$ cat config.mk
export PLATFORM = sky130hd
export DESIGN_NAME = mc_ctrl_flat
export DESIGN_NICKNAME = d
export VERILOG_FILES = /design/src/rtl/mc_pkg.sv /design/src/rtl/mc_ctrl_if.sv /design/src/rtl/mc_decode.sv /design/src/rtl/mc_ctrl.sv /design/src/flat_wrapper.sv
export SDC_FILE = /design/constraint.sdc
export NUM_CORES = 1
export LEC_CHECK = 0
export CORE_ASPECT_RATIO = 1.1
export CORE_MARGIN = 4
export CORE_UTILIZATION = 42
export DETAILED_ROUTE_END_ITERATION = 16
export MAX_ROUTING_LAYER = met4
export PLACE_DENSITY_LB_ADDON = 0.05
export SYNTH_ARGS = -nofsm -noshare
export SYNTH_HDL_FRONTEND = slang
export SYNTH_HIERARCHICAL = 1
export SYNTH_SLANG_ARGS = --single-unit
$ cat constraint.sdc
create_clock -name clk -period 5.29 [get_ports clk]
set_input_delay 1.587 -clock clk [delete_from_list [all_inputs] [get_ports clk]]
set_output_delay 1.587 -clock clk [all_outputs]
set_load 0.05 [all_outputs]
$ cat src/rtl/mc_pkg.sv
// Shared encodings for the multi-cycle MIPS-subset controller: states,
// instruction fields, datapath mux select codes and ALU operations.
package mc_pkg;

  typedef enum logic [2:0] {
    S_FETCH  = 3'd0,
    S_DECODE = 3'd1,
    S_EXEC   = 3'd2,
    S_MEM    = 3'd3,
    S_WB     = 3'd4,
    S_INIT   = 3'd7
  } state_e;

  typedef enum logic [2:0] {
    ALU_ADD = 3'd0,
    ALU_SUB = 3'd1,
    ALU_AND = 3'd2,
    ALU_OR  = 3'd3,
    ALU_SLT = 3'd4
  } alu_op_e;

  // One class per distinct control sequence; the five R-type ALU ops share one.
  typedef enum logic [3:0] {
    C_RTYPE   = 4'd0,
    C_JR      = 4'd1,
    C_LW      = 4'd2,
    C_SW      = 4'd3,
    C_ADDI    = 4'd4,
    C_ORI     = 4'd5,
    C_LUI     = 4'd6,
    C_BEQ     = 4'd7,
    C_BNE     = 4'd8,
    C_J       = 4'd9,
    C_JAL     = 4'd10,
    C_ILLEGAL = 4'd15
  } instr_class_e;

  localparam logic [5:0] OP_RTYPE = 6'h00;
  localparam logic [5:0] OP_J     = 6'h02;
  localparam logic [5:0] OP_JAL   = 6'h03;
  localparam logic [5:0] OP_BEQ   = 6'h04;
  localparam logic [5:0] OP_BNE   = 6'h05;
  localparam logic [5:0] OP_ADDI  = 6'h08;
  localparam logic [5:0] OP_ORI   = 6'h0D;
  localparam logic [5:0] OP_LUI   = 6'h0F;
  localparam logic [5:0] OP_LW    = 6'h23;
  localparam logic [5:0] OP_SW    = 6'h2B;

  localparam logic [5:0] FN_JR  = 6'h08;
  localparam logic [5:0] FN_ADD = 6'h20;
  localparam logic [5:0] FN_SUB = 6'h22;
  localparam logic [5:0] FN_AND = 6'h24;
  localparam logic [5:0] FN_OR  = 6'h25;
  localparam logic [5:0] FN_SLT = 6'h2A;

  localparam logic [2:0] PC_SEL_ALU    = 3'd0;
  localparam logic [2:0] PC_SEL_ALUOUT = 3'd1;
  localparam logic [2:0] PC_SEL_JUMP   = 3'd2;
  localparam logic [2:0] PC_SEL_REG_A  = 3'd3;

  localparam logic [2:0] ALUA_PC    = 3'd0;
  localparam logic [2:0] ALUA_REG_A = 3'd1;

  localparam logic [2:0] ALUB_REG_B    = 3'd0;
  localparam logic [2:0] ALUB_FOUR     = 3'd1;
  localparam logic [2:0] ALUB_SEXT_IMM = 3'd2;
  localparam logic [2:0] ALUB_SEXT_SH2 = 3'd3;
  localparam logic [2:0] ALUB_ZEXT_IMM = 3'd4;

  localparam logic [2:0] WB_ALUOUT = 3'd0;
  localparam logic [2:0] WB_MDR    = 3'd1;
  localparam logic [2:0] WB_PC     = 3'd2;
  localparam logic [2:0] WB_LUI    = 3'd3;

  localparam logic [1:0] DST_RT = 2'd0;
  localparam logic [1:0] DST_RD = 2'd1;
  localparam logic [1:0] DST_RA = 2'd2;

endpackage

$ cat src/rtl/mc_ctrl_if.sv
// Controller <-> datapath/memory signal bundle. The master side is the
// controller; the slave side is the datapath that consumes the selects.
interface mc_ctrl_if;

  logic [5:0] opcode;
  logic [5:0] funct;
  logic       zero;
  logic       mem_ready;

  logic       mem_re;
  logic       mem_we;
  logic       mem_addr_sel;
  logic       ir_we;
  logic       pc_we;
  logic       rf_we;
  logic [2:0] pc_sel;
  logic [2:0] alua_sel;
  logic [2:0] alub_sel;
  logic [2:0] wb_sel;
  logic [1:0] rf_dst_sel;
  logic [2:0] alu_op;
  logic       retire;
  logic       illegal;
  logic [2:0] state;

  modport master (
    input  opcode, funct, zero, mem_ready,
    output mem_re, mem_we, mem_addr_sel, ir_we, pc_we, rf_we,
           pc_sel, alua_sel, alub_sel, wb_sel, rf_dst_sel, alu_op,
           retire, illegal, state
  );

  modport slave (
    output opcode, funct, zero, mem_ready,
    input  mem_re, mem_we, mem_addr_sel, ir_we, pc_we, rf_we,
           pc_sel, alua_sel, alub_sel, wb_sel, rf_dst_sel, alu_op,
           retire, illegal, state
  );

endinterface

$ cat src/rtl/mc_decode.sv
// Combinational instruction decoder: maps opcode/funct to a control class,
// the ALU operation used in EXEC, and an illegal-instruction flag.
module mc_decode
  import mc_pkg::*;
(
  input  logic [5:0]   opcode,
  input  logic [5:0]   funct,
  output instr_class_e cls,
  output alu_op_e      alu_op,
  output logic         illegal
);

  // NOTE: every output gets a default before the case so no path leaves it
  // unassigned; a missing default here would infer a latch.
  always_comb begin
    cls    = C_ILLEGAL;
    alu_op = ALU_ADD;
    case (opcode)
      OP_RTYPE: begin
        cls = C_RTYPE;
        case (funct)
          FN_ADD:  alu_op = ALU_ADD;
          FN_SUB:  alu_op = ALU_SUB;
          FN_AND:  alu_op = ALU_AND;
          FN_OR:   alu_op = ALU_OR;
          FN_SLT:  alu_op = ALU_SLT;
          FN_JR:   cls    = C_JR;
          default: cls    = C_ILLEGAL;
        endcase
      end
      OP_LW:   cls = C_LW;
      OP_SW:   cls = C_SW;
      OP_ADDI: cls = C_ADDI;
      OP_ORI: begin
        cls    = C_ORI;
        alu_op = ALU_OR;
      end
      OP_LUI: cls = C_LUI;
      OP_BEQ: begin
        cls    = C_BEQ;
        alu_op = ALU_SUB;
      end
      OP_BNE: begin
        cls    = C_BNE;
        alu_op = ALU_SUB;
      end
      OP_J:    cls = C_J;
      OP_JAL:  cls = C_JAL;
      default: cls = C_ILLEGAL;
    endcase
  end

  assign illegal = (cls == C_ILLEGAL);

endmodule

$ cat src/rtl/mc_ctrl.sv
// Multi-cycle control FSM: a Moore state register with combinational outputs
// decoded from state, instruction class and zero; memory states wait on ready.
module mc_ctrl
  import mc_pkg::*;
(
  input  logic  clk,
  input  logic  rst_n,
  mc_ctrl_if.master bus
);

  state_e       state_q, state_d;
  instr_class_e dec_cls;
  alu_op_e      dec_alu_op;
  logic         dec_illegal;

  mc_decode u_decode (
    .opcode  (bus.opcode),
    .funct   (bus.funct),
    .cls     (dec_cls),
    .alu_op  (dec_alu_op),
    .illegal (dec_illegal)
  );

  // NOTE: state is a flop, so it is assigned with <= only; the async reset
  // lands it in INIT, whose outputs are all zero, so outputs drop immediately.
  always_ff @(posedge clk or negedge rst_n) begin
    if (!rst_n) state_q <= S_INIT;
    else        state_q <= state_d;
  end

  always_comb begin
    state_d          = state_q;
    bus.mem_re       = 1'b0;
    bus.mem_we       = 1'b0;
    bus.mem_addr_sel = 1'b0;
    bus.ir_we        = 1'b0;
    bus.pc_we        = 1'b0;
    bus.rf_we        = 1'b0;
    bus.pc_sel       = PC_SEL_ALU;
    bus.alua_sel     = ALUA_PC;
    bus.alub_sel     = ALUB_REG_B;
    bus.wb_sel       = WB_ALUOUT;
    bus.rf_dst_sel   = DST_RT;
    bus.alu_op       = ALU_ADD;
    bus.retire       = 1'b0;
    bus.illegal      = 1'b0;

    case (state_q)
      S_INIT: state_d = S_FETCH;

      S_FETCH: begin
        bus.mem_re   = 1'b1;
        bus.alub_sel = ALUB_FOUR;
        if (bus.mem_ready) begin
          bus.ir_we = 1'b1;
          bus.pc_we = 1'b1;
          state_d   = S_DECODE;
        end
      end

      // Branch target is computed speculatively into ALUOut for every opcode.
      S_DECODE: begin
        bus.alub_sel = ALUB_SEXT_SH2;
        if (dec_illegal) begin
          bus.illegal = 1'b1;
          state_d     = S_FETCH;
        end else begin
          state_d = S_EXEC;
        end
      end

      S_EXEC: begin
        state_d = S_FETCH;
        case (dec_cls)
          C_RTYPE: begin
            bus.alua_sel = ALUA_REG_A;
            bus.alub_sel = ALUB_REG_B;
            bus.alu_op   = dec_alu_op;
            state_d      = S_WB;
          end
          C_JR: begin
            bus.pc_sel = PC_SEL_REG_A;
            bus.pc_we  = 1'b1;
            bus.retire = 1'b1;
          end
          C_LW, C_SW: begin
            bus.alua_sel = ALUA_REG_A;
            bus.alub_sel = ALUB_SEXT_IMM;
            bus.alu_op   = dec_alu_op;
            state_d      = S_MEM;
          end
          C_ADDI: begin
            bus.alua_sel = ALUA_REG_A;
            bus.alub_sel = ALUB_SEXT_IMM;
            bus.alu_op   = dec_alu_op;
            state_d      = S_WB;
          end
          C_ORI: begin
            bus.alua_sel = ALUA_REG_A;
            bus.alub_sel = ALUB_ZEXT_IMM;
            bus.alu_op   = dec_alu_op;
            state_d      = S_WB;
          end
          C_LUI: state_d = S_WB;
          C_BEQ, C_BNE: begin
            bus.alua_sel = ALUA_REG_A;
            bus.alub_sel = ALUB_REG_B;
            bus.alu_op   = dec_alu_op;
            bus.pc_sel   = PC_SEL_ALUOUT;
            bus.pc_we    = (dec_cls == C_BEQ) ? bus.zero : !bus.zero;
            bus.retire   = 1'b1;
          end
          C_J: begin
            bus.pc_sel = PC_SEL_JUMP;
            bus.pc_we  = 1'b1;
            bus.retire = 1'b1;
          end
          // The PC already holds PC+4 here, which is exactly the link value.
          C_JAL: begin
            bus.pc_sel     = PC_SEL_JUMP;
            bus.pc_we      = 1'b1;
            bus.rf_we      = 1'b1;
            bus.wb_sel     = WB_PC;
            bus.rf_dst_sel = DST_RA;
            bus.retire     = 1'b1;
          end
          default: state_d = S_FETCH;
        endcase
      end

      S_MEM: begin
        bus.mem_addr_sel = 1'b1;
        if (dec_cls == C_LW) bus.mem_re = 1'b1;
        else                 bus.mem_we = 1'b1;
        if (bus.mem_ready) begin
          if (dec_cls == C_LW) begin
            state_d = S_WB;
          end else begin
            bus.retire = 1'b1;
            state_d    = S_FETCH;
          end
        end
      end

      S_WB: begin
        bus.rf_we  = 1'b1;
        bus.retire = 1'b1;
        state_d    = S_FETCH;
        case (dec_cls)
          C_RTYPE: bus.rf_dst_sel = DST_RD;
          C_LW:    bus.wb_sel     = WB_MDR;
          C_LUI:   bus.wb_sel     = WB_LUI;
          default: bus.wb_sel     = WB_ALUOUT;
        endcase
      end

      default: state_d = S_FETCH;
    endcase
  end

  assign bus.state = state_q;

endmodule

$ cat src/flat_wrapper.sv
// flat-port wrapper written by rule: the top's interface ports become plain ports
module mc_ctrl_flat import mc_pkg::*;
  (clk, rst_n, bus_opcode, bus_funct, bus_zero, bus_mem_ready, bus_mem_re, bus_mem_we, bus_mem_addr_sel, bus_ir_we, bus_pc_we, bus_rf_we, bus_pc_sel, bus_alua_sel, bus_alub_sel, bus_wb_sel, bus_rf_dst_sel, bus_alu_op, bus_retire, bus_illegal, bus_state);
  mc_ctrl_if bus_i ();
  input  logic clk;
  input  logic rst_n;
  input wire logic [$bits(bus_i.opcode)-1:0] bus_opcode;
  input wire logic [$bits(bus_i.funct)-1:0] bus_funct;
  input wire logic [$bits(bus_i.zero)-1:0] bus_zero;
  input wire logic [$bits(bus_i.mem_ready)-1:0] bus_mem_ready;
  output wire logic [$bits(bus_i.mem_re)-1:0] bus_mem_re;
  output wire logic [$bits(bus_i.mem_we)-1:0] bus_mem_we;
  output wire logic [$bits(bus_i.mem_addr_sel)-1:0] bus_mem_addr_sel;
  output wire logic [$bits(bus_i.ir_we)-1:0] bus_ir_we;
  output wire logic [$bits(bus_i.pc_we)-1:0] bus_pc_we;
  output wire logic [$bits(bus_i.rf_we)-1:0] bus_rf_we;
  output wire logic [$bits(bus_i.pc_sel)-1:0] bus_pc_sel;
  output wire logic [$bits(bus_i.alua_sel)-1:0] bus_alua_sel;
  output wire logic [$bits(bus_i.alub_sel)-1:0] bus_alub_sel;
  output wire logic [$bits(bus_i.wb_sel)-1:0] bus_wb_sel;
  output wire logic [$bits(bus_i.rf_dst_sel)-1:0] bus_rf_dst_sel;
  output wire logic [$bits(bus_i.alu_op)-1:0] bus_alu_op;
  output wire logic [$bits(bus_i.retire)-1:0] bus_retire;
  output wire logic [$bits(bus_i.illegal)-1:0] bus_illegal;
  output wire logic [$bits(bus_i.state)-1:0] bus_state;
  assign bus_i.opcode = bus_opcode;
  assign bus_i.funct = bus_funct;
  assign bus_i.zero = bus_zero;
  assign bus_i.mem_ready = bus_mem_ready;
  assign bus_mem_re = bus_i.mem_re;
  assign bus_mem_we = bus_i.mem_we;
  assign bus_mem_addr_sel = bus_i.mem_addr_sel;
  assign bus_ir_we = bus_i.ir_we;
  assign bus_pc_we = bus_i.pc_we;
  assign bus_rf_we = bus_i.rf_we;
  assign bus_pc_sel = bus_i.pc_sel;
  assign bus_alua_sel = bus_i.alua_sel;
  assign bus_alub_sel = bus_i.alub_sel;
  assign bus_wb_sel = bus_i.wb_sel;
  assign bus_rf_dst_sel = bus_i.rf_dst_sel;
  assign bus_alu_op = bus_i.alu_op;
  assign bus_retire = bus_i.retire;
  assign bus_illegal = bus_i.illegal;
  assign bus_state = bus_i.state;
  mc_ctrl u_core (.clk(clk), .rst_n(rst_n), .bus(bus_i));
endmodule
==> impl_metrics.tcl, run 1 <==
set metrics [dict create \
    place_area_sq_um 1790 \
    yosysSeqAreaShare_pct 8.06 \
    status "aborted with a tool error" \
    stop_stage "global routing (5_1_grt)" \
    clockBufferDepth 2 \
    ys_types 51 \
    die_h_microns 58.6 \
    clockRootBuffer "clkbuf_4" \
    synth_area_leaders "dfstp_2 (8.1%), a21oi_1 (6.1%), nor2_1 (6.1%)" \
    netlist.area_leader.share_pct 8.06 \
    synth_area_leader_cell "dfstp_2" \
    gp_congestion 0.888 \
    dpl.hpwl_microns 2720 \
    synth_edf_count 0 \
    syn_inst 143 \
    grt_worst_setup_endpoint "bus_alub_sel[1]" \
    yosys.area_share.simple_pct 45.9 \
    cts_num_sinks 3 \
    ys_ff_latch 3 \
    syn_avg_cell_area_sq_um 6.84 \
    tool.error "[ERROR DPL-0038] Utilization greater than 100%, impossible to legalize" \
    synth.mux.area_fraction_pct 3.20 \
    ys_async_sr_fraction_pct 100 \
    chipWidth_microns 54.0 \
    grt_max_degree 16 \
    dp_cells 244 \
    synth_warnings 6 \
    htree_levels 1 \
    synth-compound-area-share_pct 27.1 \
    port_buffers 39 \
    num_rows 18 \
    cts_hold_buffers 0 \
    cts_buffers 3 \
    synth_top_family_by_area "simple AND/OR/NAND/NOR gates" \
    syn_area_sq_um 978 \
    worstEpCategory "output port" \
    synth-main-ff-cell "dfstp_2" \
    start_util_pct 43.9 \
    synth_xor_xnor_area_share_pct 1.79 \
    pin_count 44 \
    synth_fa_ha_area_share_pct 0 \
]
==> Yosys cell counts, types with 2 or more instances <==
library cell / count
inv_1: 3
nand2b_1: 5
or3_1: 2
nor2_1: 16
and2_1: 4
dfstp_2: 3
buf_6: 4
nand3_1: 4
a32oi_1: 2
nor4_1: 4
nor3b_1: 3
o31ai_1: 2
and3_1: 5
mux2i_1: 2
o21ai_1: 5
a31oi_1: 3
nor2b_1: 7
nor4_2: 2
nor2_2: 2
nand2_1: 10
buf_4: 5
a21oi_1: 12
buf_2: 7
o211ai_1: 2
nor3_1: 3
==> logic make-up after synthesis <==
group / count (synthesis)
flip-flops: 3
other: 1
AND/OR/NAND/NOR: 76
AO/OA/AOI/OAI: 38
XOR/XNOR: 2
multiplexers: 3
buffers and inverters: 20
==> through the flow <==
stage | setup WS [ns] | hold slack, ns | TNS, ns
2_1_floorplan | -0.204 | 0.809 | -0.454
3_3_place_gp | -0.447 | 0.621 | -5.30
3_5_place_dp | -0.537 | 0.634 | -6.66
4_1_cts | -0.0349 | 0.651 | -0.0702
==> timing repair <==
action	4_1_cts
setup endpoints to repair	17
setup buffers	18
gates resized for setup	78
pin swaps	12
gates cloned	0
==> run 2, diff against run 1 <==
--- a/config.mk
+++ b/config.mk
@@ -5,12 +5,10 @@
 export SDC_FILE = /design/constraint.sdc
 export NUM_CORES = 1
 export LEC_CHECK = 0
-export CORE_ASPECT_RATIO = 1.1
-export CORE_MARGIN = 4
-export CORE_UTILIZATION = 42
+export CORE_AREA = 4 4 65 67
 export DETAILED_ROUTE_END_ITERATION = 16
-export MAX_ROUTING_LAYER = met4
-export PLACE_DENSITY_LB_ADDON = 0.05
+export DIE_AREA = 0 0 69 71
+export PLACE_DENSITY_LB_ADDON = 0.15
 export SYNTH_ARGS = -nofsm -noshare
 export SYNTH_HDL_FRONTEND = slang
 export SYNTH_HIERARCHICAL = 1
==> impl_metrics.tcl, run 2 <==
set metrics [dict create \
    via_per_inst 4.97 \
    critPathLaunchType "primary input" \
    setup.worst_path.end_class "primary output" \
    avgRoutedWirePerCell_microns 13.4 \
    cts_hold_buffers 0 \
    whs_ns 0.666 \
    grt_max_degree 16 \
    overflow 0 \
    ys_types 51 \
    layout_common_cells "buf_4 (46), nor2_1 (14), buf_6 (11), buf_12 (11)" \
    antennaDiodeCount 0 \
    setup_slack_ns 0.0417 \
    timing.setup.critical_path_class "primary input to primary output" \
    final_area_sq_um 2100 \
    num_rows 22 \
    rsz0062_at_grt "true" \
    syn_area_sq_um 978 \
    min_path_type "register to register" \
    totalWireLength_microns 3640 \
    yosysSeqAreaShare_pct 8.06 \
    drv_slew 0 \
    start_util_pct 26.9 \
    cp.buffers_inverters 4 \
    cp_max_fo 7 \
    syn_avg_cell_area_sq_um 6.84 \
    synth-main-ff-cell "dfstp_2" \
    synthTopCellsByCount "nor2_1 (16), a21oi_1 (12), nand2_1 (10), buf_2 (7), nor2b_1 (7)" \
    cpPeakStageDelay_ns 0.39 \
    powerDensity_nw_per_um2 136 \
    grt_pass1_wl_microns 6160 \
    drv_cap 0 \
    clock_power_share_pct 23.4 \
    fillers 338 \
    place_area_sq_um 1810 \
    switchingPower_w 0.000121 \
    setup_violations 0 \
    path_delay_family "compound AO/OA/AOI/OAI gates" \
    layout_min_cycle_time_ns 5.25 \
    setup_tns_ns 0 \
    peakVddDrop_v 0.000120 \
    ys_ff_latch 3 \
    clockBufferDepth 2 \
    ant_nets 0 \
    grt_use_total_pct 14.6 \
    dpl.hpwl_microns 2790 \
    ys_async_sr_fraction_pct 100 \
    synth_most_common_cell "nor2_1" \
    swShare_pct 42.6 \
    finalClockSkew_ns 0.00279 \
    crit_chain "buf_2 > buf_6 > mux2_2 > o41ai_2 > buf_4 > nor2b_4 > o21ai_2 > a2111oi_4 > clkbuf_16" \
    cts_tree "yes" \
    final_common_cell "buf_4" \
    area_growth_pct 114 \
    htree_levels 1 \
    leakage_nw 0.852 \
    chipWidth_microns 69 \
    clockRootBuffer "clkbuf_8" \
    netlist.area_leader.share_pct 8.06 \
    pwr-share-comb_pct 65.5 \
    preCtsSetupSlack_ns -0.444 \
    nNetsFinal 240 \
    gp_congestion 0.842 \
    drc 0 \
    drive_above_1_share_pct 57.8 \
    required_ns 3.70 \
    arrival_ns 3.66 \
    grt_pass1_vias 1413 \
    tightest_slew_ns 0.499 \
    pin_count 44 \
    largest_reg_flops 3 \
    power_w 0.000285 \
    hold_viol 0 \
    period_share_pct 99.2 \
    die-area_sq_um 4900 \
    cts_num_sinks 3 \
    power_frac_seq_pct 11.1 \
    synth_area_leader_cell "dfstp_2" \
    port_buffers 39 \
    antenna_found_initial 0 \
    synth_area_leaders "dfstp_2 (8.1%), a21oi_1 (6.1%), nor2_1 (6.1%)" \
    clkLatencyLatePin_ns 0.22 \
    max_freq_mhz 191 \
    syn_inst 143 \
    status "complete, no violations" \
    synth_warnings 6 \
    cpMaxStageDelayCell "a2111oi_4" \
    p_int_w 0.000164 \
    core_area_sq_um 3630 \
    firstDrtPassIters 4 \
    drtIter0Drc 52 \
    max-slew-margin-rel_pct 66.7 \
    synth_edf_count 0 \
    die_h_microns 71 \
    cts_buffers 3 \
    vias 1348 \
    clkTransAtPathRegs_ns 0.03 \
]
[run 2: cell counts after synthesis]
No cell type changed its count.
[run 2: cell type report]
type / instances / area (sq um) / share of cell area, %
inverter: 4 / 15.0 / 0.716
tap: 48 / 60.1 / 2.86
timing repair buffer: 89 / 902 / 43.0
clock buffer: 4 / 45.0 / 2.15
multi-input combinational: 123 / 996 / 47.5
sequential: 3 / 78.8 / 3.76
[run 2: cells by family (layout without fill, tap and decap cells)]
group,after synthesis,after routing,share of synthesized area [%]
AOI/OAI and AO/OA,38,38,27.1
xor gates and xnor gates,2,2,1.79
buffers and inverters,20,97,13.6
DFF,3,3,8.06
muxes,3,3,3.20
other,1,4,0.383
and+or+nand+nor,76,76,45.9
[run 2: power groups by stage]
| stage | logic [W] | clock network, W | registers (W) |
|---|---|---|---|
| 4_1_cts | 0.000175 | 0.0000685 | 0.0000316 |
| 3_3_place_gp | 0.000164 | 0 | 0.0000315 |
| 6_report | 0.000187 | 0.0000667 | 0.0000317 |
| 3_5_place_dp | 0.000165 | 0 | 0.0000318 |
| 2_1_floorplan | 0.0000931 | 0 | 0.0000329 |
| 5_1_grt | 0.000198 | 0.0000696 | 0.0000324 |
[run 2: final timing paths]
check | from | depth (start not counted) | to | slack (ns)
setup / recovery | bus_opcode[1] | 9 | bus_pc_we | 0.04
hold / removal | u_core/bus.state[2] | 1 | u_core/bus.state[1] | 0.67
setup reg to reg | u_core/bus.state[0] | 4 | u_core/bus.state[2] | 3.95
hold reg to reg | u_core/bus.state[2] | 1 | u_core/bus.state[1] | 0.67
max in group asynchronous | rst_n | 1 | u_core/bus.state[1] | 3.52
min in group asynchronous | rst_n | 1 | u_core/bus.state[2] | 1.75
[run 2: per-layer routing]
metal	GRT usage (%)	vias to the layer above	routed length [microns]
li1	-	672	-
met1	16.8	636	1500
met2	27.3	38	1930
met3	2.27	2	174
met4	4.77	0	27
met5	0	-	0
[run 2: timing repair]
action	CTS	global route
resized for setup	56	52
pin swaps	10	13
buffers inserted	3	2
setup endpoints to repair	17	14
[run 2: worst register-to-register path, cell delays in order (launching register included)]
cell and delay (ns):
dfstp_2 0.65, nand2_1 0.20, nor4_2 0.18, a21oi_1 0.07, nor4_2 0.15
[run 2: through the flow]
step	instances	utilization, %
final	271	57.7
after global routing	271	57.7
after CTS	269	54.3
after detailed placement	262	49.9
after global placement	262	49.9
after floorplan	146	-
No activity file was read; power rests on OpenSTA's default activity.
==> run 3, diff against run 2 <==
--- a/config.mk
+++ b/config.mk
@@ -6,6 +6,7 @@
 export NUM_CORES = 1
 export LEC_CHECK = 0
 export CORE_AREA = 4 4 65 67
+export CTS_CLUSTER_DIAMETER = 50
 export DETAILED_ROUTE_END_ITERATION = 16
 export DIE_AREA = 0 0 69 71
 export PLACE_DENSITY_LB_ADDON = 0.15
==> results of run 3 <==
Final layout, timing and power as in run 2 (identical DEF).
==> run 4, diff against run 3 <==
--- a/config.mk
+++ b/config.mk
@@ -9,6 +9,7 @@
 export CTS_CLUSTER_DIAMETER = 50
 export DETAILED_ROUTE_END_ITERATION = 16
 export DIE_AREA = 0 0 69 71
+export MAX_ROUTING_LAYER = met4
 export PLACE_DENSITY_LB_ADDON = 0.15
 export SYNTH_ARGS = -nofsm -noshare
 export SYNTH_HDL_FRONTEND = slang
==> impl_metrics.tcl, run 4 (synthesis results as in run 2) <==
set metrics [dict create \
    max-slew-margin-rel_pct 66.6 \
    clkTransAtPathRegs_ns 0.03 \
    fillers 319 \
    cpPeakStageDelay_ns 0.27 \
    ant_nets 0 \
    die-area_sq_um 4900 \
    rr_startpoint "u_core/bus.state[1]" \
    drt-met1-wl_microns 1670 \
    setup.worst_path.end_class "primary output" \
    layout_common_cells "buf_4 (60), nor2_1 (14), buf_12 (12)" \
    wl_met2_microns 2140 \
    drtIter0Drc 34 \
    setup_tns_ns 0 \
    htree_levels 1 \
    min_path_type "register to register" \
    nNetsFinal 252 \
    r2r_end "u_core/bus.state[2]" \
    setup_slack_ns 0.0389 \
    layout_min_cycle_time_ns 5.25 \
    cts_buffers 3 \
    core_area_sq_um 3630 \
    powerDensity_nw_per_um2 136 \
    whs_path_depth 1 \
    cp-startpoint "bus_funct[0]" \
    grt_pass1_wl_microns 5990 \
    timing.setup.critical_path_class "primary input to primary output" \
    largest_reg_flops 3 \
    wl_met3_microns 160 \
    critPathLaunchType "primary input" \
    avgRoutedWirePerCell_microns 14.2 \
    cp.buffers_inverters 6 \
    start_util_pct 26.9 \
    cts_num_sinks 3 \
    preCtsSetupSlack_ns -0.420 \
    vias 1423 \
    cpMostUsedCell "buf_4" \
    finalClockSkew_ns 0.00150 \
    area_growth_pct 123 \
    required_ns 3.70 \
    cpMaxStageDelayCell "nor4bb_1" \
    cts_tree "yes" \
    clkLatencyLatePin_ns 0.22 \
    peakVddDrop_v 0.000110 \
    drive_above_1_share_pct 59.1 \
    max_freq_mhz 190 \
    grt_pass1_vias 1317 \
    period_share_pct 99.3 \
    dpl.hpwl_microns 2680 \
    reg2reg_depth 4 \
    port_buffers 39 \
    final_area_sq_um 2180 \
    setup_violations 0 \
    path_delay_family "buffers and inverters" \
    tightest_slew_ns 0.499 \
    min_from "u_core/bus.state[2]" \
    gp_congestion 0.848 \
    drv_cap 0 \
    via_per_inst 5.03 \
    num_rows 22 \
    grt_max_degree 16 \
    drc 0 \
    status "complete, no violations" \
    overflow 0 \
    totalWireLength_microns 4030 \
    clockRootBuffer "clkbuf_8" \
    die_h_microns 71 \
    pin_count 44 \
    rsz0062_at_grt "true" \
    antenna_found_initial 0 \
    cts_hold_buffers 0 \
    final_common_cell "buf_4" \
    firstDrtPassIters 4 \
    antennaDiodeCount 0 \
    drv_slew 0 \
    leakage_nw 0.928 \
    holdPathEnd "u_core/bus.state[1]" \
    hold_viol 0 \
    grt_use_total_pct 14.8 \
    place_area_sq_um 1810 \
    r2r_slack_ns 3.89 \
    chipWidth_microns 69 \
    crit_chain "buf_2 > buf_4 > mux2i_1 > nand2_2 > a311oi_2 > buf_4 > o31ai_4 > buf_4 > buf_4 > nand2b_1 > nor4bb_1 > a21oi_1 > nor2_2 > buf_12" \
    maxUsedRoutingLayer "met4" \
    cp_max_fo 7 \
    clockBufferDepth 2 \
    arrival_ns 3.66 \
]
run 4: changes by cell type in the layout (fill, tap and decap cells not counted), moves of 2 or more:
cell / previous run / this run
buf_4: 46 / 60
and2_1: 0 / 3
and2_4: 4 / 1
a311oi_2: 0 / 2
a311oi_4: 2 / 0
run 4: worst max-delay path by stage:
| stage | endpoint | slack [ns] | cells past startpoint |
|---|---|---|---|
| 6_report | bus_pc_sel[0] | 0.04 | 14 |
| 5_1_grt | bus_pc_sel[0] | -0.06 | 14 |
| 4_1_cts | bus_retire | 0.003 | 13 |
| 3_5_place_dp | bus_pc_we | -0.42 | 10 |
| 3_3_place_gp | bus_pc_we | -0.42 | 10 |
| 2_1_floorplan | bus_retire | -0.20 | 8 |
run 4: layer usage:
| metal | vias up | track usage [%] |
|---|---|---|
| met5 | - | - |
| met4 | 0 | 4.77 |
| met3 | 7 | 2.13 |
| met2 | 48 | 26.2 |
| met1 | 670 | 17.2 |
| li1 | 698 | - |
run 4: stage by stage:
step | utilization, % | cells | power (W) | hold slack [ns]
after floorplan | - | 146 | 0.000126 | 0.809
after global placement | 49.7 | 261 | 0.000195 | 0.628
after detailed placement | 49.7 | 261 | 0.000196 | 0.643
after CTS | 55.6 | 275 | 0.000280 | 0.656
after global routing | 60.1 | 283 | 0.000313 | 0.709
final | 60.1 | 283 | 0.000298 | 0.659
run 4: what timing repair did:
item                       4_1_cts  5_1_grt
setup endpoints to repair       17       14
gates resized for setup         61       41
pin swaps                       13       16
setup buffers                   11        8
run 4: where the power goes:
part / internal (W) / total [W] / switching, W
combinational: 0.0000931 / 0.000198 / 0.000105
sequential: 0.0000261 / 0.0000317 / 0.00000554
clock: 0.0000515 / 0.0000676 / 0.0000161
run 4: final cells by class:
cell class	count	area [sq um]	area share, %
repair buffers	101	982	45.0
well taps	48	60.1	2.75
multi-input cells	123	1000	45.9
clock buffers	4	45.0	2.06
flip-flops and latches	3	78.8	3.61
inverters	4	15.0	0.688
